--- config.mk ---
export PLATFORM = sky130hd
export DESIGN_NAME = uart_rx_deframer_flat
export DESIGN_NICKNAME = d
export VERILOG_FILES = /design/src/rtl/uart_rx_deframer_pkg.sv /design/src/rtl/uart_rx_deframer_if.sv /design/src/rtl/uart_rx_deframer_tick_gen.sv /design/src/rtl/uart_rx_deframer.sv /design/src/flat_wrapper.sv
export SDC_FILE = /design/constraint.sdc
export NUM_CORES = 1
export LEC_CHECK = 0
export BUFFER_PORTS_ARGS = -buffer_cell sky130_fd_sc_hd__buf_2
export CAP_MARGIN = 10
export CORE_ASPECT_RATIO = 2
export CORE_MARGIN = 2
export CORE_UTILIZATION = 65
export CTS_BUF_LIST = sky130_fd_sc_hd__clkbuf_4 sky130_fd_sc_hd__clkbuf_8
export CTS_CLUSTER_DIAMETER = 30
export DETAILED_ROUTE_END_ITERATION = 16
export GPL_ROUTABILITY_DRIVEN = 0
export PLACE_DENSITY = 0.86
export SLEW_MARGIN = 20
export SYNTH_ARGS = -nofsm -noshare
export SYNTH_HDL_FRONTEND = slang
export SYNTH_SLANG_ARGS = --single-unit
--- constraint.sdc ---
create_clock -name clk_in -period 7.4 [get_ports clk_in]
set_clock_uncertainty 0.05 [all_clocks]
set_input_delay 0.37 -clock clk_in [delete_from_list [all_inputs] [get_ports clk_in]]
set_output_delay 0.37 -clock clk_in [all_outputs]
set_load 0.02 [all_outputs]
--- src/rtl/uart_rx_deframer_pkg.sv ---
// Shared UART types and helpers: receiver state encoding and the baud tick divider calculation.
// Pure declarations; no latency or backpressure of its own.
package uart_pkg;

    localparam int DEFAULT_SAMP_PER_BIT = 16;

    typedef enum logic [2:0] {
        IDLE,
        START,
        DATA,
        PARITY,
        STOP,
        WAIT_HIGH
    } rx_state_t;

    function automatic int uart_div(input int clk_hz, input int baud, input int spb);
        return clk_hz / (spb * baud);
    endfunction

endpackage

--- src/rtl/uart_rx_deframer_if.sv ---
// Consumer-side bundle of the UART receiver: byte valid/ready handshake plus status pulses.
// master = receiver (drives byte/status), slave = consumer (drives ready_in).
interface uart_rx_if #(
    parameter int DATA_BITS = 8
) ();
    logic [DATA_BITS-1:0] data_out;
    logic                 valid_out;
    logic                 ready_in;
    logic                 busy_out;
    logic                 frame_err_out;
    logic                 overrun_out;
`ifdef UART_RX_PARITY_EN
    logic                 parity_err_out;
`endif

    modport master (
        input  ready_in,
        output data_out, valid_out, busy_out, frame_err_out, overrun_out
`ifdef UART_RX_PARITY_EN
        , parity_err_out
`endif
    );

    modport slave (
        output ready_in,
        input  data_out, valid_out, busy_out, frame_err_out, overrun_out
`ifdef UART_RX_PARITY_EN
        , parity_err_out
`endif
    );
endinterface

--- src/rtl/uart_rx_deframer_tick_gen.sv ---
// Free-running divider: one-cycle tick every DIV clocks (count==0), reloading DIV-1.
// Latency: first tick DIV clocks after reset release; no backpressure.
module uart_tick_gen #(
    parameter int DIV = 651
) (
    input  logic clk_in,
    input  logic rst_n_in,
    output logic tick
);
    localparam int            CW     = (DIV > 1) ? $clog2(DIV) : 1;
    localparam logic [CW-1:0] RELOAD = CW'(DIV - 1);

    logic [CW-1:0] count;

    always_ff @(posedge clk_in or negedge rst_n_in) begin
        if (!rst_n_in)          count <= RELOAD;
        else if (count == '0)   count <= RELOAD;
        else                    count <= count - 1'b1;
    end

    assign tick = (count == '0);
endmodule

--- src/rtl/uart_rx_deframer.sv ---
// 8N1 UART deframer: mid-bit sampling of samp_in, byte held on valid/ready; build option UART_RX_PARITY_EN.
// Latency: byte valid 1 clk after the stop-bit mid-point tick; new bytes overwrite an unaccepted one (overrun pulse).
module uart_rx_deframer
    import uart_pkg::*;
#(
    parameter int CLK_HZ       = 100_000_000,
    parameter int BAUD_RATE    = 9600,
    parameter int SAMP_PER_BIT = DEFAULT_SAMP_PER_BIT,
    parameter int DATA_BITS    = 8
`ifdef UART_RX_PARITY_EN
    , parameter bit PARITY_ODD = 1'b0
`endif
) (
    input  logic      clk_in,
    input  logic      rst_n_in,
    input  logic      samp_in,
    uart_rx_if.master rx
);
    localparam int            DIV      = uart_div(CLK_HZ, BAUD_RATE, SAMP_PER_BIT);
    localparam int            TW       = $clog2(SAMP_PER_BIT);
    localparam int            BW       = $clog2(DATA_BITS);
    localparam logic [TW-1:0] HALF_M1  = TW'(SAMP_PER_BIT / 2 - 1);
    localparam logic [TW-1:0] FULL_M1  = TW'(SAMP_PER_BIT - 1);
    localparam logic [BW-1:0] LAST_BIT = BW'(DATA_BITS - 1);

    logic tick;

    uart_tick_gen #(.DIV(DIV)) u_tick (
        .clk_in   (clk_in),
        .rst_n_in (rst_n_in),
        .tick     (tick)
    );

    rx_state_t            state, state_nx;
    logic [TW-1:0]        tcnt, tcnt_nx;
    logic [BW-1:0]        bitcnt, bitcnt_nx;
    logic [DATA_BITS-1:0] shreg, shreg_nx;
    logic                 deliver, frame_err;
    logic [DATA_BITS-1:0] data_q;
    logic                 valid_q, frame_err_q, overrun_q;
`ifdef UART_RX_PARITY_EN
    logic                 parity_err, parity_err_q;
`endif

    always_ff @(posedge clk_in or negedge rst_n_in) begin
        if (!rst_n_in) begin
            state  <= IDLE;
            tcnt   <= '0;
            bitcnt <= '0;
            shreg  <= '0;
        end else begin
            state  <= state_nx;
            tcnt   <= tcnt_nx;
            bitcnt <= bitcnt_nx;
            shreg  <= shreg_nx;
        end
    end

    always_comb begin
        state_nx  = state;
        tcnt_nx   = tcnt;
        bitcnt_nx = bitcnt;
        shreg_nx  = shreg;
        deliver   = 1'b0;
        frame_err = 1'b0;
`ifdef UART_RX_PARITY_EN
        parity_err = 1'b0;
`endif
        if (tick) begin
            case (state)
                IDLE: if (!samp_in) begin
                    state_nx = START;
                    tcnt_nx  = '0;
                end
                // Half a bit in: a start edge that has gone away was noise.
                START: if (tcnt == HALF_M1) begin
                    tcnt_nx   = '0;
                    bitcnt_nx = '0;
                    state_nx  = samp_in ? IDLE : DATA;
                end else tcnt_nx = tcnt + 1'b1;
                DATA: if (tcnt == FULL_M1) begin
                    tcnt_nx  = '0;
                    shreg_nx = {samp_in, shreg[DATA_BITS-1:1]};
                    if (bitcnt == LAST_BIT) begin
`ifdef UART_RX_PARITY_EN
                        state_nx = PARITY;
`else
                        state_nx = STOP;
`endif
                    end else bitcnt_nx = bitcnt + 1'b1;
                end else tcnt_nx = tcnt + 1'b1;
`ifdef UART_RX_PARITY_EN
                PARITY: if (tcnt == FULL_M1) begin
                    tcnt_nx = '0;
                    if ((^shreg ^ samp_in) != PARITY_ODD) begin
                        parity_err = 1'b1;
                        state_nx   = WAIT_HIGH;
                    end else state_nx = STOP;
                end else tcnt_nx = tcnt + 1'b1;
`endif
                STOP: if (tcnt == FULL_M1) begin
                    tcnt_nx = '0;
                    if (samp_in) begin
                        deliver  = 1'b1;
                        state_nx = IDLE;
                    end else begin
                        frame_err = 1'b1;
                        state_nx  = WAIT_HIGH;
                    end
                end else tcnt_nx = tcnt + 1'b1;
                // A held-low line (break) must not be mistaken for a new start bit.
                WAIT_HIGH: if (samp_in) state_nx = IDLE;
                default: state_nx = IDLE;
            endcase
        end
    end

    always_ff @(posedge clk_in or negedge rst_n_in) begin
        if (!rst_n_in) begin
            data_q      <= '0;
            valid_q     <= 1'b0;
            frame_err_q <= 1'b0;
            overrun_q   <= 1'b0;
        end else begin
            frame_err_q <= frame_err;
            overrun_q   <= deliver && valid_q && !rx.ready_in;
            if (deliver) begin
                data_q  <= shreg;
                valid_q <= 1'b1;
            end else if (valid_q && rx.ready_in) begin
                valid_q <= 1'b0;
            end
        end
    end

`ifdef UART_RX_PARITY_EN
    always_ff @(posedge clk_in or negedge rst_n_in) begin
        if (!rst_n_in) parity_err_q <= 1'b0;
        else           parity_err_q <= parity_err;
    end
    assign rx.parity_err_out = parity_err_q;
`endif

    assign rx.data_out      = data_q;
    assign rx.valid_out     = valid_q;
    assign rx.busy_out      = (state != IDLE);
    assign rx.frame_err_out = frame_err_q;
    assign rx.overrun_out   = overrun_q;
endmodule

--- src/flat_wrapper.sv ---
// flat-port wrapper written by rule: the top's interface ports become plain ports
module uart_rx_deframer_flat import uart_pkg::*;
#(
    parameter int CLK_HZ       = 100_000_000,
    parameter int BAUD_RATE    = 9600,
    parameter int SAMP_PER_BIT = DEFAULT_SAMP_PER_BIT,
    parameter int DATA_BITS    = 8

)
  (clk_in, rst_n_in, samp_in, rx_ready_in, rx_data_out, rx_valid_out, rx_busy_out, rx_frame_err_out, rx_overrun_out);
  uart_rx_if #(.DATA_BITS(DATA_BITS)) rx_i ();
  input  logic clk_in;
  input  logic rst_n_in;
  input  logic samp_in;
  input wire logic [$bits(rx_i.ready_in)-1:0] rx_ready_in;
  output wire logic [$bits(rx_i.data_out)-1:0] rx_data_out;
  output wire logic [$bits(rx_i.valid_out)-1:0] rx_valid_out;
  output wire logic [$bits(rx_i.busy_out)-1:0] rx_busy_out;
  output wire logic [$bits(rx_i.frame_err_out)-1:0] rx_frame_err_out;
  output wire logic [$bits(rx_i.overrun_out)-1:0] rx_overrun_out;
  assign rx_i.ready_in = rx_ready_in;
  assign rx_data_out = rx_i.data_out;
  assign rx_valid_out = rx_i.valid_out;
  assign rx_busy_out = rx_i.busy_out;
  assign rx_frame_err_out = rx_i.frame_err_out;
  assign rx_overrun_out = rx_i.overrun_out;
  uart_rx_deframer #(.CLK_HZ(CLK_HZ), .BAUD_RATE(BAUD_RATE), .SAMP_PER_BIT(SAMP_PER_BIT), .DATA_BITS(DATA_BITS)) u_core (.clk_in(clk_in), .rst_n_in(rst_n_in), .samp_in(samp_in), .rx(rx_i));
endmodule
Yosys cells after proc, flatten, opt, wreduce, memory -nomap -nowiden
Cells that the tools add are included.
- register bits: 39
- bits in latches: 0
- memory bits (writable): 0
- memory bits (read-only): 0
- input port bits: 4
- word-level logic and storage cells: 69
- memories kept: 0
- add/subtract/negate cells: 3
- multipliers: 0
- divide/modulo/power cells: 0
- $lt $le $gt $ge: 0
- eq/ne operators: 14
- shift-type cells: 0
- muxes and demuxes: 28
- bitwise logic cells: 0
- reductions and logical operators: 15
- operators with widths (cell ; count):
    3-bit two-way mux ; 10
    3-bit case mux with 5 select lines ; 1
    4-bit two-way mux ; 3
    4-bit case mux with 3 select lines ; 1
    10-bit logical NOT ; 1
    1-bit two-way mux ; 10
    10-bit two-way mux ; 1
    10-bit by 1-bit subtractor with 10-bit output (second input constant) ; 1
    3-bit == test (second input constant) ; 3
    2-bit by 1-bit inequality test with 1-bit output (second input constant) ; 4
    7-bit AND reduction ; 1
    2-bit inequality test (second input constant) ; 3
    3-bit case mux with 2 select lines ; 1
    3-bit AND reduction ; 2
    3-bit nonzero test ; 2
    5-bit AND reduction ; 1
    4-bit by 1-bit adder with 4-bit output (second input constant) ; 1
    4-bit by 3-bit == test with 1-bit output (second input constant) ; 1
    4-bit == test (second input constant) ; 1
    2-bit nonzero test ; 2
    3-bit by 1-bit adder with 3-bit output (second input constant) ; 1
    3-bit by 1-bit == test with 1-bit output (second input constant) ; 1
    3-bit by 2-bit == test with 1-bit output (second input constant) ; 1
    1-bit logical AND ; 3
    other kinds (4) ; 4

Logic depth before layout (Yosys ltp)
Gate-level depths: netlist of the first run.
- depth after elaboration: 6
- mapped depth: 9
- depth with buffers taken out: 6

Modules after synthesis
From an unflattened synthesis of the first run, not the netlist that was laid out.
- cells, all modules: 156
- area total of the unflattened synthesis: 1864.3 um^2
- modules (own cells, without submodules) (module ; times used ; cells an instance ; area each (um^2) ; seq. area each (um^2)):
    uart_rx_deframer ; 1 ; 105 ; 1337.5 ; 725.7
    uart_tick_gen ; 1 ; 51 ; 526.8 ; 255.2

Worst setup path after synthesis of the first run
Ideal clock, no wire load.
- path type: reg2reg
- from: register u_core.u_tick.count[0]
- to: register u_core.shreg[0]
- data arrival time: 2.482 ns
- required time: 7.225 ns
- path slack: 4.743 ns
- cell stages (with the launch flop): 10
- period minus slack after synthesis: 2.657 ns
- cell sequence: dfrtp_1 > inv_1 > ha_1 > or4b_1 > buf_2 > or3_1 > buf_6 > or3_4 > buf_6 > mux2_4
- longest elaborated chain between the ends: 2
- ends and longest elaborated chain (item ; RTL line ; text):
    from (decl) ; uart_rx_deframer_tick_gen.sv:13 ; logic [CW-1:0] count;
    from (signal assigned) ; uart_rx_deframer_tick_gen.sv:18 ; else count <= count - 1'b1;
    10-bit logical NOT ; uart_rx_deframer_tick_gen.sv:21 ; assign tick = (count == '0);
    3-bit AND reduction (no source line) ; -- ;
    to (signal assigned) ; uart_rx_deframer.sv:55 ; shreg <= shreg_nx;
    to (decl) ; uart_rx_deframer.sv:37 ; logic [DATA_BITS-1:0] shreg, shreg_nx;
No other way between the ends.
A chain may end at the register's enable or synchronous reset.

Worst setup path in the final report of the first run
- from: register u_core.u_tick.count[0]
- to: register u_core.shreg[5]
Same word-level chain as after synthesis.

==> results of run 1 <==
sequential cells by signal (all words and copies together) (netlist names):
signal and cells:
u_core.bitcnt 3, u_core.rx.data_out 8, u_core.rx.valid_out 1, u_core.rx.frame_err_out 1
u_core.shreg 8, u_core.rx.overrun_out 1, u_core.u_tick.count 10, u_core.tcnt 4
u_core.state 3
worst min-delay path by stage:
stage	end	depth (start not counted)
after floorplan	u_core.bitcnt[0]	0
after CTS	u_core.shreg[3]	1
after global routing	u_core.tcnt[3]	1
after detailed placement	u_core.u_tick.count[0]	1
after global placement	u_core.u_tick.count[0]	1
final	u_core.shreg[3]	1
layout make-up:
class / instances / area share [%]
Sequential cell: 39 / 47.1
Multi-Input combinational cell: 107 / 39.3
Timing Repair Buffer: 16 / 3.97
Clock buffer: 5 / 3.31
Clock inverter: 3 / 3.25
Tap cell: 29 / 1.74
Inverter: 7 / 1.26
metal layers:
layer  up-vias  wire [um]
met2        32       1930
met1       617       1260
met4         0         64
li1        614          -
met5         -          0
met3         5        120
through the flow:
step                instances  setup WS, ns  utilization, %
global placement          198          4.68            71.1
finish                    206          4.58            76.0
CTS                       206          4.58            76.0
detailed placement        198          4.60            71.1
global route              206          4.39            76.0
floorplan                 161          4.74               -
cell families after synthesis:
group	after synthesis	synth area share [%]
compound gates	25	8.89
xor+xnor	4	1.87
fa+ha+maj	5	3.21
buf+inv	15	3.88
flops	39	52.4
mux	21	14.1
simple gates	52	15.6
power breakdown:
part	internal (W)	total [W]	switching, W
Combinational	0.00000124	0.00000612	0.00000489
Sequential	0.000213	0.000214	0.000000263
Clock	0.000134	0.000208	0.0000735
Total	0.000349	0.000428	0.0000786
cells in the final DEF, fill, tap and decap left out, types with 2 or more instances in the layout:
cell type / count
sky130_fd_sc_hd__nor2_1: 10
sky130_fd_sc_hd__bufinv_16: 2
sky130_fd_sc_hd__a31oi_1: 3
sky130_fd_sc_hd__nand2_1: 11
sky130_fd_sc_hd__dfrtp_1: 35
sky130_fd_sc_hd__nand2b_1: 2
sky130_fd_sc_hd__clkbuf_8: 5
sky130_fd_sc_hd__nor4_1: 3
sky130_fd_sc_hd__xnor2_1: 3
sky130_fd_sc_hd__mux2_2: 11
sky130_fd_sc_hd__or4_1: 2
sky130_fd_sc_hd__nor3_1: 5
sky130_fd_sc_hd__or3_1: 2
sky130_fd_sc_hd__nand4_1: 5
sky130_fd_sc_hd__buf_2: 15
sky130_fd_sc_hd__o21ai_0: 10
sky130_fd_sc_hd__dfstp_2: 4
sky130_fd_sc_hd__a2111oi_0: 2
sky130_fd_sc_hd__mux2_4: 8
sky130_fd_sc_hd__nand3_1: 5
sky130_fd_sc_hd__ha_1: 4
sky130_fd_sc_hd__mux2i_1: 2
sky130_fd_sc_hd__inv_1: 7
==> flow_summary_export.csv, run 1 <==
group,metric,value,unit
run_status,status,"completed",
critical_path,critical_path.startpoint,"u_core.u_tick.count[0]",
synth,postSynth.topFlopCell,"sky130_fd_sc_hd__dfrtp_1",
critical_path,endpoint,"u_core.shreg[5]",
grt,busiest_layer,"met2",
detailed_routing,wl_final,3380,um
floorplanning,floorplan.rows,27,
clocking,cts_tree,"built",
floorplanning,placeableCoreArea,0.00274,mm2
finish,syn_to_final_growth,11.2,%
critical_path,timing.critical_path.slowest_stage_cell,"sky130_fd_sc_hd__or4b_1",
sta,setup_viol,0,
critical_path,cp-end-kind,"flip-flop",
power,leakage_power_total,0.999,nW
critical_path,crit-reg2reg-launch,"u_core.u_tick.count[0]",
detailed_routing,antenna_violating_nets_post_route,0,
sta,grt_setup_unrepaired,"false",
power,largest_vdd_supply_drop,0.187,mV
sta,tns,0,ns
detailed_routing,firstDrtPassIters,4,
power,power_density,206,mW/mm2
sta,tmin_final,2.82,ns
floorplanning,die_h,79.9,um
synth,netlist_area,0.00187,mm2
clocking,clk_pin_slew_worst_paths,0.08,ns
grt,grt.total_usage,23.8,%
sta,tightest_slew,0.829,ns
synth,synthMostInstantiatedCell,"sky130_fd_sc_hd__dfrtp_1",
critical_path,type_of_the_worst_setup_path,"flip-flop to flip-flop",
synth,syn_inst,161,
clocking,tritoncts.num_buffers,5,
sta,portion_of_the_clock_cycle_consumed_by_the_worst_path_in_the_final_layout,38.1,%
detailed_routing,avgRoutedWirePerCell,16.4,um
grt,grt_pass1_vias,1340,
grt,initial_antenna_violation_count,0,
floorplanning,io_pins,16,
clocking,clock_latency_at_the_later_pin_of_the_worst_skew_pair,0.29,ns
floorplanning,dieWidth,41.9,um
critical_path,worst-r2r-setup-slack,4.58,ns
detailed_routing,drc,0,
detailed_routing,drt-vias-per-instance,6.16,
synth,synth_largest_type_area_fraction,46.8,%
clocking,cts_resized,0,
sta,worst_slew_margin_rel,44.7,%
critical_path,crit_arrival,2.95,ns
clocking,cts_setup_buffers,0,
worst_hold_path,hold_wc_path_type,"input port to asynchronous set/reset pin",
synth,postSynthRegisterBits,39,
finish,fin_area,0.00208,mm2
sta,max_freq,354,MHz
detailed_routing,first_iter_violations,25,
sta,final-hold-violation-count,0,
clocking,cts.root.buffer_cell,"sky130_fd_sc_hd__clkbuf_8",
detailed_routing,dr_total_vias,1268,
synth,synth_nets,169,
clocking,hold_bufs_inserted_after_cts,0,
placement,placement.cell_area,0.00194,mm2
floorplanning,floorplan.initialDensity,68.4,%
synth,netlist_top_cells_area,"sky130_fd_sc_hd__dfrtp_1 47%, sky130_fd_sc_hd__mux2_2 6.6%, sky130_fd_sc_hd__mux2_4 6.4%",
finish,area.sequential,981,um2
grt,wire_length_of_the_first_global_routing_pass,5980,um
critical_path,reg2reg_to,"u_core.shreg[5]",
finish,antenna_cells,0,
synth,mapped_avg_cell_area,11.6,um2
synth,synth_seq_area_share,52.4,%
critical_path,timing.reg2reg.worst_path_depth,6,
critical_path,max_stage_delay,0.60,ns
placement,post-dp-hpwl,2470,um
clocking,cts.sink_count,39,
clocking,cts_max_path_buffers,2,
finish,multi_input_gate_area_in_the_final_layout,818,um2
clocking,ctsHtreeMaxLevel,2,
finish,nets,184,
grt,grt_max_degree,40,
finish,drive_gt1_share,28.8,%
critical_path,worst-endpoint-required,7.53,ns
run,timing.max_cap.violations,0,
critical_path,critPathMaxFanout,9,
critical_path,critical_path.cell_chain,"inv_1, ha_1, or4b_1, or3_1, or3_4, mux2_4",
synth,yosysTopAreaCell,"sky130_fd_sc_hd__dfrtp_1",
grt,grt.met2_usage,42.0,%
synth,synth_cell_types,43,
grt,grtUsageMet1,25.4,%
critical_path,worst_setup_path_start_kind,"flip-flop",
critical_path,timing.critical_path.max_delay_family,"simple AND/OR/NAND/NOR gates",
synth,synth_enable_flop_cells,0,
sta,slew_viol_final,0,
floorplanning,die_outline_area,0.00335,mm2
critical_path,timing.critical_path.buf_inv,1,
placement,placement.io_buffers,15,
synth,async_reset_ff_share,100,%
sta,final.hold.worst_slack,0.124,ns
critical_path,crit_cells,6,
synth,post_synth_most_frequent_cells,"35 x sky130_fd_sc_hd__dfrtp_1, 11 x sky130_fd_sc_hd__mux2_2, 11 x sky130_fd_sc_hd__nand2_1",
grt,grt-ovfl-total,0,
power,total_power,0.000428,W
synth,ys.warnings.count,0,
grt,gr-usage-met3,4.98,%
finish,final.fill_count,165,
Power figures use the tool's default switching activity.
==> run 2: changes to the inputs <==
--- a/config.mk
+++ b/config.mk
@@ -9,12 +9,12 @@
 export CAP_MARGIN = 10
 export CORE_ASPECT_RATIO = 2
 export CORE_MARGIN = 2
-export CORE_UTILIZATION = 65
+export CORE_UTILIZATION = 55
 export CTS_BUF_LIST = sky130_fd_sc_hd__clkbuf_4 sky130_fd_sc_hd__clkbuf_8
 export CTS_CLUSTER_DIAMETER = 30
 export DETAILED_ROUTE_END_ITERATION = 16
 export GPL_ROUTABILITY_DRIVEN = 0
-export PLACE_DENSITY = 0.86
+export PLACE_DENSITY = 0.77
 export SLEW_MARGIN = 20
 export SYNTH_ARGS = -nofsm -noshare
 export SYNTH_HDL_FRONTEND = slang
==> constraint.sdc (replaced) <==
create_clock -name clk_in -period 2.3 [get_ports clk_in]
set_clock_uncertainty 0.05 [all_clocks]
set_input_delay 0.115 -clock clk_in [delete_from_list [all_inputs] [get_ports clk_in]]
set_output_delay 0.115 -clock clk_in [all_outputs]
set_load 0.02 [all_outputs]
==> flow_summary_export.csv, run 2 (same netlist as run 1, synthesis figures left out) <==
group,metric,value,unit
power,leakage_power_total,1.13,nW
sta,worst_slew_margin_rel,43.6,%
detailed_routing,avgRoutedWirePerCell,17.1,um
detailed_routing,wl_final,3990,um
finish,mostFrequentLayoutCell,"sky130_fd_sc_hd__dfrtp_1",
finish,register_bank_with_the_most_flops,"u_core.u_tick.count",
grt,grt.met2_usage,40.0,%
finish,layout.cells.most_common_list,"35 x sky130_fd_sc_hd__dfrtp_1, 24 x sky130_fd_sc_hd__buf_4, 15 x sky130_fd_sc_hd__buf_2",
power,power_density,598,mW/mm2
clocking,cts.sink_count,39,
clocking,ctsHtreeMaxLevel,2,
floorplanning,die_h,86.5,um
finish,multi_input_gate_area_in_the_final_layout,850,um2
floorplanning,floorplan.rows,30,
placement,post-dp-hpwl,2760,um
power,largest_vdd_supply_drop,0.460,mV
clocking,cts_tree,"built",
sta,tightest_slew,0.846,ns
finish,drive_gt1_share,40.1,%
finish,fin_area,0.00231,mm2
sta,final-hold-violation-count,0,
grt,wire_length_of_the_first_global_routing_pass,6490,um
critical_path,crit-reg2reg-launch,"u_core.u_tick.count[0]",
sta,setup_viol,13,
critical_path,critical_path.cell_chain,"inv_1, ha_2, or4b_4, buf_4, a2111o_1, a211o_1, mux2_2",
critical_path,type_of_the_worst_setup_path,"flip-flop to flip-flop",
sta,final.hold.worst_slack,0.0344,ns
detailed_routing,antenna_violating_nets_post_route,0,
placement,placement.io_buffers,15,
detailed_routing,dr_total_vias,1490,
run_status,status,"finished with violations",
finish,largest_reg_flops,10,
run_status,violations,"negative setup slack",
critical_path,worst_setup_path_start_kind,"flip-flop",
worst_hold_path,min_to,"u_core.rx.overrun_out",
floorplanning,dieWidth,45.3,um
grt,grtUsageMet1,23.4,%
worst_hold_path,count_of_cells_along_the_worst_hold_path,3,
placement,placement.cell_area,0.00210,mm2
grt,grt_pass1_vias,1476,
clocking,clock_latency_at_the_later_pin_of_the_worst_skew_pair,0.29,ns
finish,area.sequential,981,um2
detailed_routing,drc,0,
grt,gr-usage-met3,4.38,%
floorplanning,die_outline_area,0.00391,mm2
critical_path,critPathMaxFanout,3,
finish,antenna_cells,0,
critical_path,max_stage_delay,0.47,ns
clocking,clk_pin_slew_worst_paths,0.07,ns
detailed_routing,drt-vias-per-instance,6.37,
critical_path,crit_arrival,2.53,ns
critical_path,cp-end-kind,"flip-flop",
grt,busiest_layer,"met2",
finish,final.fill_count,216,
grt,grt_max_degree,40,
sta,max_freq,415,MHz
sta,slew_viol_final,0,
grt,grt.total_usage,22.0,%
worst_hold_path,min-delay-start,"rx_ready_in",
critical_path,reg2reg_to,"u_core.state[1]",
sta,grt_setup_unrepaired,"true",
placement,dpl_worst_slack,-0.103,ns
critical_path,worst-r2r-setup-slack,-0.11,ns
sta,portion_of_the_clock_cycle_consumed_by_the_worst_path_in_the_final_layout,105,%
clocking,tritoncts.num_buffers,5,
finish,nets,209,
sta,final.setup.worst_slack,-0.107,ns
grt,grt-ovfl-total,0,
finish,final_util,69.1,%
critical_path,timing.critical_path.slowest_stage_cell,"sky130_fd_sc_hd__or4b_4",
grt,initial_antenna_violation_count,0,
floorplanning,placeableCoreArea,0.00334,mm2
worst_hold_path,hold_wc_path_type,"input port to flip-flop",
detailed_routing,firstDrtPassIters,6,
floorplanning,io_pins,16,
run,timing.max_cap.violations,0,
sta,tmin_final,2.41,ns
finish,syn_to_final_growth,23.4,%
critical_path,timing.reg2reg.worst_path_depth,7,
critical_path,worst-endpoint-required,2.42,ns
clocking,cts.root.buffer_cell,"sky130_fd_sc_hd__clkbuf_8",
floorplanning,floorplan.initialDensity,56.0,%
clocking,cts_max_path_buffers,2,
detailed_routing,first_iter_violations,72,
sta,tns,-0.986,ns
-- run 2: worst max-delay path by stage --
stage,endpoint,start
floorplan,u_core.shreg[0],u_core.u_tick.count[0]
global placement,u_core.tcnt[3],u_core.u_tick.count[0]
detailed placement,u_core.tcnt[3],u_core.u_tick.count[0]
CTS,u_core.shreg[5],u_core.u_tick.count[0]
global route,u_core.state[0],u_core.u_tick.count[0]
finish,u_core.state[1],u_core.u_tick.count[0]
-- run 2: per-layer routing --
layer,vias to the layer above,routed length [um]
met4,0,112
met3,16,234
met1,732,1430
li1,666,-
met2,76,2220
met5,-,0
-- run 2: layout make-up --
class                           instances  area share (%)
Inverter                                7            1.14
Timing Repair Buffer                   41            12.0
Multi-Input combinational cell        107            36.8
Clock buffer                            6            3.30
Clock inverter                          2            2.60
Sequential cell                        39            42.5
Tap cell                               32            1.73
-- run 2: repair_timing --
action / 4_1_cts / 5_1_grt
pin swaps: 1 / 1
setup endpoints to repair: 22 / 24
hold buffers: 1 / 0
endpoints found under the hold margin: 35 / 0
resized for setup: 4 / 4
setup buffers: 3 / 2
-- run 2: power breakdown --
part | internal, W | leakage, nW | switching [W] | total [W]
logic | 0.00000509 | 0.557 | 0.0000164 | 0.0000215
clock network | 0.000445 | 0.0688 | 0.000228 | 0.000673
registers | 0.000687 | 0.503 | 0.000000954 | 0.000688
total | 0.00114 | 1.13 | 0.000245 | 0.00138
-- run 2: through the flow --
stage               std cells  total power [W]
floorplan                 161         0.000705
global route              234          0.00143
finish                    234          0.00138
CTS                       232          0.00139
detailed placement        220         0.000721
global placement          220         0.000720
-- run 2: worst max-delay path: cells and delay by family, from the launching register on --
kind / cells / cell delay, ns
AO/OA/AOI/OAI: 2 / 0.69
AND/OR/NAND/NOR: 1 / 0.47
flip-flops: 1 / 0.40
multiplexers: 1 / 0.28
buffers and inverters: 2 / 0.23
adder cells (fa/ha/maj): 1 / 0.17
